`src/rtl/sm4_pkg.sv`:
```
// Shared SM4 S-box constants: forward table, inverse table derived from it,
// and the lane count of the 32-bit datapath.
package sm4_pkg;

  localparam int unsigned LANES = 4;

  localparam logic [7:0] SBOX [256] = '{
    8'hD6, 8'h90, 8'hE9, 8'hFE, 8'hCC, 8'hE1, 8'h3D, 8'hB7, 8'h16, 8'hB6, 8'h14, 8'hC2, 8'h28, 8'hFB, 8'h2C, 8'h05,
    8'h2B, 8'h67, 8'h9A, 8'h76, 8'h2A, 8'hBE, 8'h04, 8'hC3, 8'hAA, 8'h44, 8'h13, 8'h26, 8'h49, 8'h86, 8'h06, 8'h99,
    8'h9C, 8'h42, 8'h50, 8'hF4, 8'h91, 8'hEF, 8'h98, 8'h7A, 8'h33, 8'h54, 8'h0B, 8'h43, 8'hED, 8'hCF, 8'hAC, 8'h62,
    8'hE4, 8'hB3, 8'h1C, 8'hA9, 8'hC9, 8'h08, 8'hE8, 8'h95, 8'h80, 8'hDF, 8'h94, 8'hFA, 8'h75, 8'h8F, 8'h3F, 8'hA6,
    8'h47, 8'h07, 8'hA7, 8'hFC, 8'hF3, 8'h73, 8'h17, 8'hBA, 8'h83, 8'h59, 8'h3C, 8'h19, 8'hE6, 8'h85, 8'h4F, 8'hA8,
    8'h68, 8'h6B, 8'h81, 8'hB2, 8'h71, 8'h64, 8'hDA, 8'h8B, 8'hF8, 8'hEB, 8'h0F, 8'h4B, 8'h70, 8'h56, 8'h9D, 8'h35,
    8'h1E, 8'h24, 8'h0E, 8'h5E, 8'h63, 8'h58, 8'hD1, 8'hA2, 8'h25, 8'h22, 8'h7C, 8'h3B, 8'h01, 8'h21, 8'h78, 8'h87,
    8'hD4, 8'h00, 8'h46, 8'h57, 8'h9F, 8'hD3, 8'h27, 8'h52, 8'h4C, 8'h36, 8'h02, 8'hE7, 8'hA0, 8'hC4, 8'hC8, 8'h9E,
    8'hEA, 8'hBF, 8'h8A, 8'hD2, 8'h40, 8'hC7, 8'h38, 8'hB5, 8'hA3, 8'hF7, 8'hF2, 8'hCE, 8'hF9, 8'h61, 8'h15, 8'hA1,
    8'hE0, 8'hAE, 8'h5D, 8'hA4, 8'h9B, 8'h34, 8'h1A, 8'h55, 8'hAD, 8'h93, 8'h32, 8'h30, 8'hF5, 8'h8C, 8'hB1, 8'hE3,
    8'h1D, 8'hF6, 8'hE2, 8'h2E, 8'h82, 8'h66, 8'hCA, 8'h60, 8'hC0, 8'h29, 8'h23, 8'hAB, 8'h0D, 8'h53, 8'h4E, 8'h6F,
    8'hD5, 8'hDB, 8'h37, 8'h45, 8'hDE, 8'hFD, 8'h8E, 8'h2F, 8'h03, 8'hFF, 8'h6A, 8'h72, 8'h6D, 8'h6C, 8'h5B, 8'h51,
    8'h8D, 8'h1B, 8'hAF, 8'h92, 8'hBB, 8'hDD, 8'hBC, 8'h7F, 8'h11, 8'hD9, 8'h5C, 8'h41, 8'h1F, 8'h10, 8'h5A, 8'hD8,
    8'h0A, 8'hC1, 8'h31, 8'h88, 8'hA5, 8'hCD, 8'h7B, 8'hBD, 8'h2D, 8'h74, 8'hD0, 8'h12, 8'hB8, 8'hE5, 8'hB4, 8'hB0,
    8'h89, 8'h69, 8'h97, 8'h4A, 8'h0C, 8'h96, 8'h77, 8'h7E, 8'h65, 8'hB9, 8'hF1, 8'h09, 8'hC5, 8'h6E, 8'hC6, 8'h84,
    8'h18, 8'hF0, 8'h7D, 8'hEC, 8'h3A, 8'hDC, 8'h4D, 8'h20, 8'h79, 8'hEE, 8'h5F, 8'h3E, 8'hD7, 8'hCB, 8'h39, 8'h48
  };

  // Inverse table is elaborated from the forward table so the two can never disagree.
  function automatic logic [255:0][7:0] build_inv_sbox();
    logic [255:0][7:0] t;
    t = '0;
    for (int unsigned i = 0; i < 256; i++) begin
      t[SBOX[i[7:0]]] = i[7:0];
    end
    return t;
  endfunction

  localparam logic [255:0][7:0] INV_SBOX = build_inv_sbox();

endpackage

```
`src/rtl/sm4_inv_sbox_8b.sv`:
```
// One byte lane of the SM4 inverse S-box: table lookup captured in a register
// that only loads when CE_i is high.
module sm4_inv_sbox_8b (
  input  logic       CLK_i,
  input  logic       CE_i,
  input  logic [7:0] X_i,
  output logic [7:0] Y_o
);
  import sm4_pkg::*;

  logic [7:0] y_d;
  logic [7:0] y_q;

  always_comb begin
    y_d = INV_SBOX[X_i];
  end

  always_ff @(posedge CLK_i) begin
    if (CE_i) begin
      y_q <= y_d;
    end
  end

  assign Y_o = y_q;
endmodule

```
`src/rtl/sm4_inv_sbox_32b.sv`:
```
// 32-bit SM4 inverse S-box: four lookup lanes in stage 1, optional output
// register in stage 2, valid/ready flow control with one word per cycle.
module sm4_inv_sbox_32b #(
  parameter int unsigned OUT_REG = 1
) (
  input  logic        CLK_i,
  input  logic        RST_i,
  input  logic [31:0] X_i,
  input  logic        X_VALID_i,
  output logic        X_READY_o,
  output logic [31:0] Y_o,
  output logic        Y_VALID_o,
  input  logic        Y_READY_i,
  output logic        BUSY_o
);
  import sm4_pkg::*;

  logic                 v1_d;
  logic                 v1_q;
  logic                 adv1;
  logic [8*LANES-1:0]   lut_y;
  logic                 y_valid_int;
  logic [31:0]          y_int;
  logic                 busy_int;

  for (genvar k = 0; k < LANES; k++) begin : g_lane
    sm4_inv_sbox_8b u_lane (
      .CLK_i (CLK_i),
      .CE_i  (adv1),
      .X_i   (X_i[8*k +: 8]),
      .Y_o   (lut_y[8*k +: 8])
    );
  end

  always_comb begin
    v1_d = v1_q;
    if (adv1) begin
      v1_d = X_VALID_i;
    end
  end

  always_ff @(posedge CLK_i) begin
    if (RST_i) begin
      v1_q <= 1'b0;
    end else begin
      v1_q <= v1_d;
    end
  end

  if (OUT_REG != 0) begin : g_oreg
    logic        adv2;
    logic        v2_d;
    logic        v2_q;
    logic [31:0] y2_d;
    logic [31:0] y2_q;

    always_comb begin
      adv2 = !v2_q || Y_READY_i;
      v2_d = v2_q;
      y2_d = y2_q;
      if (adv2) begin
        v2_d = v1_q;
        y2_d = lut_y;
      end
    end

    always_ff @(posedge CLK_i) begin
      if (RST_i) begin
        v2_q <= 1'b0;
        y2_q <= '0;
      end else begin
        v2_q <= v2_d;
        y2_q <= y2_d;
      end
    end

    assign adv1        = !v1_q || adv2;
    assign y_valid_int = v2_q;
    assign y_int       = y2_q;
    assign busy_int    = v1_q || v2_q;
  end else begin : g_nooreg
    assign adv1        = !v1_q || Y_READY_i;
    assign y_valid_int = v1_q;
    assign y_int       = lut_y;
    assign busy_int    = v1_q;
  end

  // Outputs are forced idle while reset is held, before the valid bits clear.
  assign X_READY_o = !RST_i && adv1;
  assign Y_VALID_o = !RST_i && y_valid_int;
  assign Y_o       = RST_i ? '0 : y_int;
  assign BUSY_o    = !RST_i && busy_int;
endmodule

```
`config.mk`:
```
export PLATFORM = sky130hd
export DESIGN_NAME = sm4_inv_sbox_32b
export DESIGN_NICKNAME = d
export VERILOG_FILES = /design/src/rtl/sm4_pkg.sv /design/src/rtl/sm4_inv_sbox_8b.sv /design/src/rtl/sm4_inv_sbox_32b.sv
export SDC_FILE = /design/constraint.sdc
export NUM_CORES = 1
export LEC_CHECK = 0
export ABC_AREA = 1
export CORE_ASPECT_RATIO = 1.25
export CORE_MARGIN = 10
export CORE_UTILIZATION = 25
export CTS_CLUSTER_DIAMETER = 60
export DETAILED_ROUTE_END_ITERATION = 10
export GPL_TIMING_DRIVEN = 0
export PLACE_DENSITY_LB_ADDON = 0.05
export SYNTH_ARGS = -nofsm -noshare
export SYNTH_HDL_FRONTEND = slang
export SYNTH_HIERARCHICAL = 1
export SYNTH_SLANG_ARGS = --single-unit
```
`constraint.sdc`:
```
create_clock -name CLK_i -period 5.8 [get_ports CLK_i]
set_input_delay 0.87 -clock CLK_i [delete_from_list [all_inputs] [get_ports CLK_i]]
set_output_delay 0.87 -clock CLK_i [all_outputs]
set_load 0.01 [all_outputs]
```
==> results of run 1 <==
## per-layer routing
| layer | track usage (%) | up-vias | wire, µm |
|---|---|---|---|
| li1 | - | 10073 | - |
| met4 | 20.2 | 2 | 8900 |
| met2 | 48.4 | 1881 | 50400 |
| met3 | 5.17 | 560 | 11400 |
| met1 | 34.5 | 10758 | 41200 |
| met5 | 0 | - | 13 |
## worst paths after layout
| path | from | to | slack [ns] |
|---|---|---|---|
| setup / recovery | X_i[0] | g_lane[0].u_lane/Y_o[5]$_DFFE_PP_ | 1.73 |
| hold / removal | g_lane[3].u_lane/Y_o[0]$_DFFE_PP_ | g_oreg.y2_q[24]$_SDFFE_PP0P_ | 0.47 |
| setup reg to reg | g_oreg.v2_q$_SDFFE_PP0P_ | g_lane[0].u_lane/Y_o[3]$_DFFE_PP_ | 4.26 |
| hold reg to reg | g_lane[3].u_lane/Y_o[0]$_DFFE_PP_ | g_oreg.y2_q[24]$_SDFFE_PP0P_ | 0.47 |
## per-stage QoR
| step | util [%] | setup slack, ns |
|---|---|---|
| floorplan | - | 2.84 |
| global placement | 27.8 | 0.731 |
| detailed placement | 27.9 | 1.54 |
| CTS | 28.3 | 1.73 |
| global route | 28.3 | 1.64 |
| finish | 28.3 | 1.73 |
## power groups by stage
stage	clock, mW	sequential (mW)	combinational [mW]
floorplan	0	0.572	0.957
global placement	0	0.577	1.63
detailed placement	0	0.578	1.57
CTS	0.505	0.569	1.58
global route	0.520	0.573	1.75
finish	0.484	0.568	1.66
## synth_stat cells (6+ instances only)
cell / count
a21oi_1: 127
buf_2: 96
buf_4: 39
buf_6: 30
clkbuf_1: 44
dfxtp_1: 34
edfxtp_1: 32
ha_1: 44
inv_1: 167
inv_2: 20
nand2_1: 1207
nand2_2: 34
nand3_1: 681
nand3_2: 26
nand3b_1: 6
nand4_1: 28
nor2_1: 334
nor2_2: 15
o211ai_1: 6
o21ai_0: 60
o21ai_1: 16
## cell type report
type	count	area [µm²]	area share (%)
Inverter	189	709	4.11
Sequential cell	66	1640	9.52
Tap cell	824	1030	5.98
Clock inverter	4	20.0	0.116
Buffer	217	1330	7.72
Timing Repair Buffer	54	558	3.24
Clock buffer	12	236	1.37
Multi-Input combinational cell	2599	11700	68.0
## registers in the layout, indices dropped and copies added, names as in the netlist
| name | count |
|---|---|
| g_lane.u_lane/Y_o | 32 |
| g_oreg.y2_q | 32 |
| g_oreg.v2_q | 1 |
| v1_q | 1 |
## logic make-up (layout without fill, tap and decap cells)
family          count (synthesis)  after routing  share of synthesized area, %
fa+ha+maj                      44             44                          3.58
buf+inv                       406            476                          13.3
compound gates                217            217                          7.28
simple gates                 2338           2338                          65.2
flops                          66             66                          10.7
## worst max-delay path, stage by stage
cell and delay (ns):
clkdlybuf4s50_1 0.90, inv_2 0.25, ha_1 0.53, o21ai_1 0.83
nand2_1 0.15, nand2_1 0.10, nand3_1 0.18, nand2_1 0.11
nand2_1 0.05, nand3_1 0.09, nand2_1 0.08
==> impl_metrics.tcl, run 1 <==
set metrics [dict create \
    stdcell_count 3965 \
    rows 101 \
    cts.path.max_buffers 2 \
    drtIter0Drc 3396 \
    path_max_fanout 13 \
    critPathCaptureType "register" \
    syn-num-nets 3151 \
    grt_pass1_vias 22365 \
    slew_headroom_pct 35.7 \
    rsz0062_at_grt "no" \
    totalWireLength_um 112000 \
    synth-seq-area-share_pct 10.7 \
    fin_total_pwr_mw 2.71 \
    grt_antenna_before_repair 1 \
    clkPwrFrac_pct 17.8 \
    h-tree-depth 3 \
    fin_nets 3216 \
    cts_num_sinks 66 \
    layout_commonest_cell "nand2_1" \
    power_density_nw_per_um2 157 \
    holdWs_ns 0.471 \
    worst_ep_arrival_time_ns 4.16 \
    start_kind "input port" \
    p_leak_nw 9.00 \
    power.switching_mw 1.43 \
    drt-vias-per-instance 5.87 \
    synth_area_per_cell_um2 5.01 \
    diodes 0 \
    final_cell_mix "nand2_1 (1207), nand3_1 (680), nor2_1 (334)" \
    internal_power_mw 1.28 \
    post-route-min-period_ns 4.07 \
    ys_warn_count 6 \
    place_area_um2 17000 \
    io_buffers 53 \
    tightest_slew_ns 0.965 \
    finalHoldViolCount 0 \
    combPwrFrac_pct 61.2 \
    drv_slew 0 \
    drv_cap 0 \
    required_ns 5.89 \
    critPathKind "in2reg" \
    synthTopCellsByArea "nand2_1 (29%), nand3_1 (22%), nor2_1 (8.1%)" \
    start_util_pct 25.3 \
    outcome "complete, no violations" \
    synth-edff-count 32 \
    reg2regPathDepth 3 \
    vdd_drop_max_mv 0.127 \
    fin_worst_skew_ns 0.00574 \
    synth-seq-cells 66 \
    numCtsBuffers 9 \
    yosysTopAreaCellShare_pct 29.4 \
    core_area_um2 60900 \
    grt_max_degree 19 \
    cts-root-buf "clkbuf_16" \
    hold_class "reg2reg" \
    seqPwrFrac_pct 20.9 \
    area_growth_pct 12.0 \
    antenna_left 0 \
    dp.cells 3949 \
    path_clk_slew_ns 0.06 \
    ctsResizeCount 0 \
    drc 0 \
    wl_per_cell_um 28.2 \
    fp.dieH_um 297 \
    nFillCells 7320 \
    yosysUniqueCellTypes 32 \
    cts_setup_buffers 0 \
    netlist_area_um2 15400 \
    grt-ovfl-total 0 \
    detailed_place_hpwl_um 83300 \
    cts_tree "done" \
    yosysTopAreaCell "nand2_1" \
    max_freq_ghz 0.246 \
    via_count 23274 \
    postCtsHoldBufs 0 \
    ioPinCount 71 \
    design_area_um2 17200 \
    grt_usage_pct 29.5 \
    hold_depth 2 \
    gp_congestion 1.05 \
    die-width_um 242 \
    drive_gt1_share_pct 9.11 \
    worstSkewPairLatency_ns 0.34 \
    synthCells 3071 \
    finalCritPeriodShare_pct 70.2 \
    grt_pass1_wl_um 159000 \
    yosys_most_used_dff "dfxtp_1" \
    swShare_pct 52.8 \
    final.setup.tns_ns 0 \
    first_pass_iters 10 \
    synthArstFlopShare_pct 0 \
    setup_viol 0 \
    dieArea_um2 72000 \
]
Note: power is estimated with default switching activity, not from simulation.
==> run 2: changes to the inputs <==
==> constraint.sdc (replaced) <==
create_clock -name CLK_i -period 3.74 [get_ports CLK_i]
set_input_delay 0.561 -clock CLK_i [delete_from_list [all_inputs] [get_ports CLK_i]]
set_output_delay 0.561 -clock CLK_i [all_outputs]
set_load 0.01 [all_outputs]
==> run 2 against run 1 <==
Effect of this change:
- the run now ends with setup timing left
- sequential power is 55% higher
- sequential share of layout area hardly changed
- flip-flop and latch count stayed put
- final area hardly changed
- critical endpoint is now g_lane[2].u_lane/Y_o[1]$_DFFE_PP_
- largest cell class unchanged
==> impl_metrics.tcl, run 2 (synthesis gave the netlist of run 1 again) <==
set metrics [dict create \
    wl_per_cell_um 28.2 \
    hold_class "reg2reg" \
    grt_pass1_wl_um 159000 \
    path_cells "clkdlybuf4s50_1 > inv_2 > ha_1 > buf_2 > nand2_1 > buf_2 > nand2_1 > nor2_1 > o21ai_0 > nand2_1 > nand3_1 > nand2_1 > nand2_1 > nand2_1" \
    io_buffers 53 \
    path_max_fanout 12 \
    fin_nets 3216 \
    vdd_drop_max_mv 0.199 \
    totalWireLength_um 112000 \
    power_density_nw_per_um2 243 \
    multi_input_area_um2 11700 \
    place_worst_setup_slack_ns -0.213 \
    critPathCaptureType "register" \
    power.switching_mw 2.22 \
    swShare_pct 52.8 \
    start_kind "input port" \
    dieArea_um2 72000 \
    rows 101 \
    dp.cells 3949 \
    cts_setup_buffers 0 \
    tightest_slew_ns 0.926 \
    numCtsBuffers 9 \
    cts-root-buf "clkbuf_16" \
    cpMostUsedCell "nand2_1" \
    worst_ep_arrival_time_ns 3.85 \
    first_pass_iters 6 \
    rsz0062_at_grt "no" \
    finalCritPeriodShare_pct 100 \
    outcome "finished, violations left" \
    detailed_place_hpwl_um 83300 \
    max_freq_ghz 0.267 \
    gp_congestion 1.05 \
    seqCellArea_um2 1640 \
    slowest_delay_ns 0.95 \
    layout_commonest_cell "nand2_1" \
    grt_antenna_before_repair 1 \
    cts_num_sinks 66 \
    violations "setup timing" \
    drtIter0Drc 3354 \
    drv_cap 0 \
    seqPwrFrac_pct 21.0 \
    slowest_stage "clkdlybuf4s50_1" \
    setup_viol 2 \
    ioPinCount 71 \
    design_area_um2 17300 \
    die-width_um 242 \
    place_area_um2 17000 \
    antenna_left 0 \
    core_area_um2 60900 \
    combPwrFrac_pct 61.2 \
    finalHoldViolCount 0 \
    p_leak_nw 9.01 \
    drt-vias-per-instance 5.89 \
    h-tree-depth 3 \
    final_core_util_pct 28.3 \
    stdcell_count 3965 \
    cts.path.max_buffers 2 \
    grt_pass1_vias 22365 \
    grt_usage_pct 29.5 \
    fp.dieH_um 297 \
    worstSkewPairLatency_ns 0.34 \
    grt-ovfl-total 0 \
    drive_gt1_share_pct 9.20 \
    diodes 0 \
    required_ns 3.84 \
    area_growth_pct 12.1 \
    clkPwrFrac_pct 17.9 \
    cts_tree "done" \
    fin_worst_skew_ns 0.00485 \
    layout_setup_ws_ns -0.0111 \
    post-route-min-period_ns 3.75 \
    nFillCells 7321 \
    internal_power_mw 1.98 \
    slew_headroom_pct 38.2 \
    drv_slew 0 \
    via_count 23339 \
    drc 0 \
    final_cell_mix "nand2_1 (1207), nand3_1 (680), nor2_1 (334)" \
    path_clk_slew_ns 0.06 \
    final.setup.tns_ns -0.0215 \
    critPathKind "in2reg" \
    start_util_pct 25.3 \
    grt_max_degree 19 \
]
run 2: power groups by stage:
stage          Combinational (mW)  Clock, mW  Sequential [mW]
3_3_place_gp                 2.52          0            0.895
5_1_grt                      2.71      0.806            0.889
4_1_cts                      2.45      0.784            0.882
6_report                     2.57      0.751            0.881
2_1_floorplan                1.48          0            0.887
3_5_place_dp                 2.44          0            0.896
run 2: path summary, 6_finish.rpt:
kind	start	to	slack [ns]	cells past startpoint
setup / recovery	X_i[16]	g_lane[2].u_lane/Y_o[1]$_DFFE_PP_	-0.01	14
hold / removal	g_lane[3].u_lane/Y_o[0]$_DFFE_PP_	g_oreg.y2_q[24]$_SDFFE_PP0P_	0.47	2
setup reg to reg	g_oreg.v2_q$_SDFFE_PP0P_	g_lane[0].u_lane/Y_o[3]$_DFFE_PP_	2.20	3
hold reg to reg	g_lane[3].u_lane/Y_o[0]$_DFFE_PP_	g_oreg.y2_q[24]$_SDFFE_PP0P_	0.47	2
run 2: per-stage QoR:
stage | total power [mW] | hold slack, ns
final | 4.20 | 0.471
after global routing | 4.41 | 0.493
after CTS | 4.12 | 0.476
after detailed placement | 3.34 | 0.463
after global placement | 3.42 | 0.452
after floorplan | 2.37 | 0.447
run 2: worst max-delay path, delay by kind of cell:
family | cells | cell delay [ns]
buffers and inverters | 4 | 1.79
adder cells (fa/ha/maj) | 1 | 0.36
AND/OR/NAND/NOR | 8 | 0.75
AO/OA/AOI/OAI | 1 | 0.36
run 2: layer usage:
metal / share of wire, % / routed length (µm) / track usage, % / vias up
met5: 0.012 / 13 / 0 / -
met4: 7.7 / 8570 / 20.2 / 2
met3: 10 / 11600 / 5.17 / 535
met2: 45 / 50700 / 48.4 / 1902
met1: 37 / 41000 / 34.5 / 10836
li1: - / - / - / 10064
run 2: what timing repair did:
item,4_1_cts,5_1_grt
endpoints found under the setup margin,0,9
hold buffers,0,0
resized for setup,0,4
run 2: cell type report:
type,instances,area share (%)
buffer,217,7.71
clock buffer,12,1.37
clock inverter,4,0.116
inverter,189,4.11
multi-input combinational,2599,68.0
sequential,66,9.51
tap,824,5.97
timing repair buffer,54,3.25
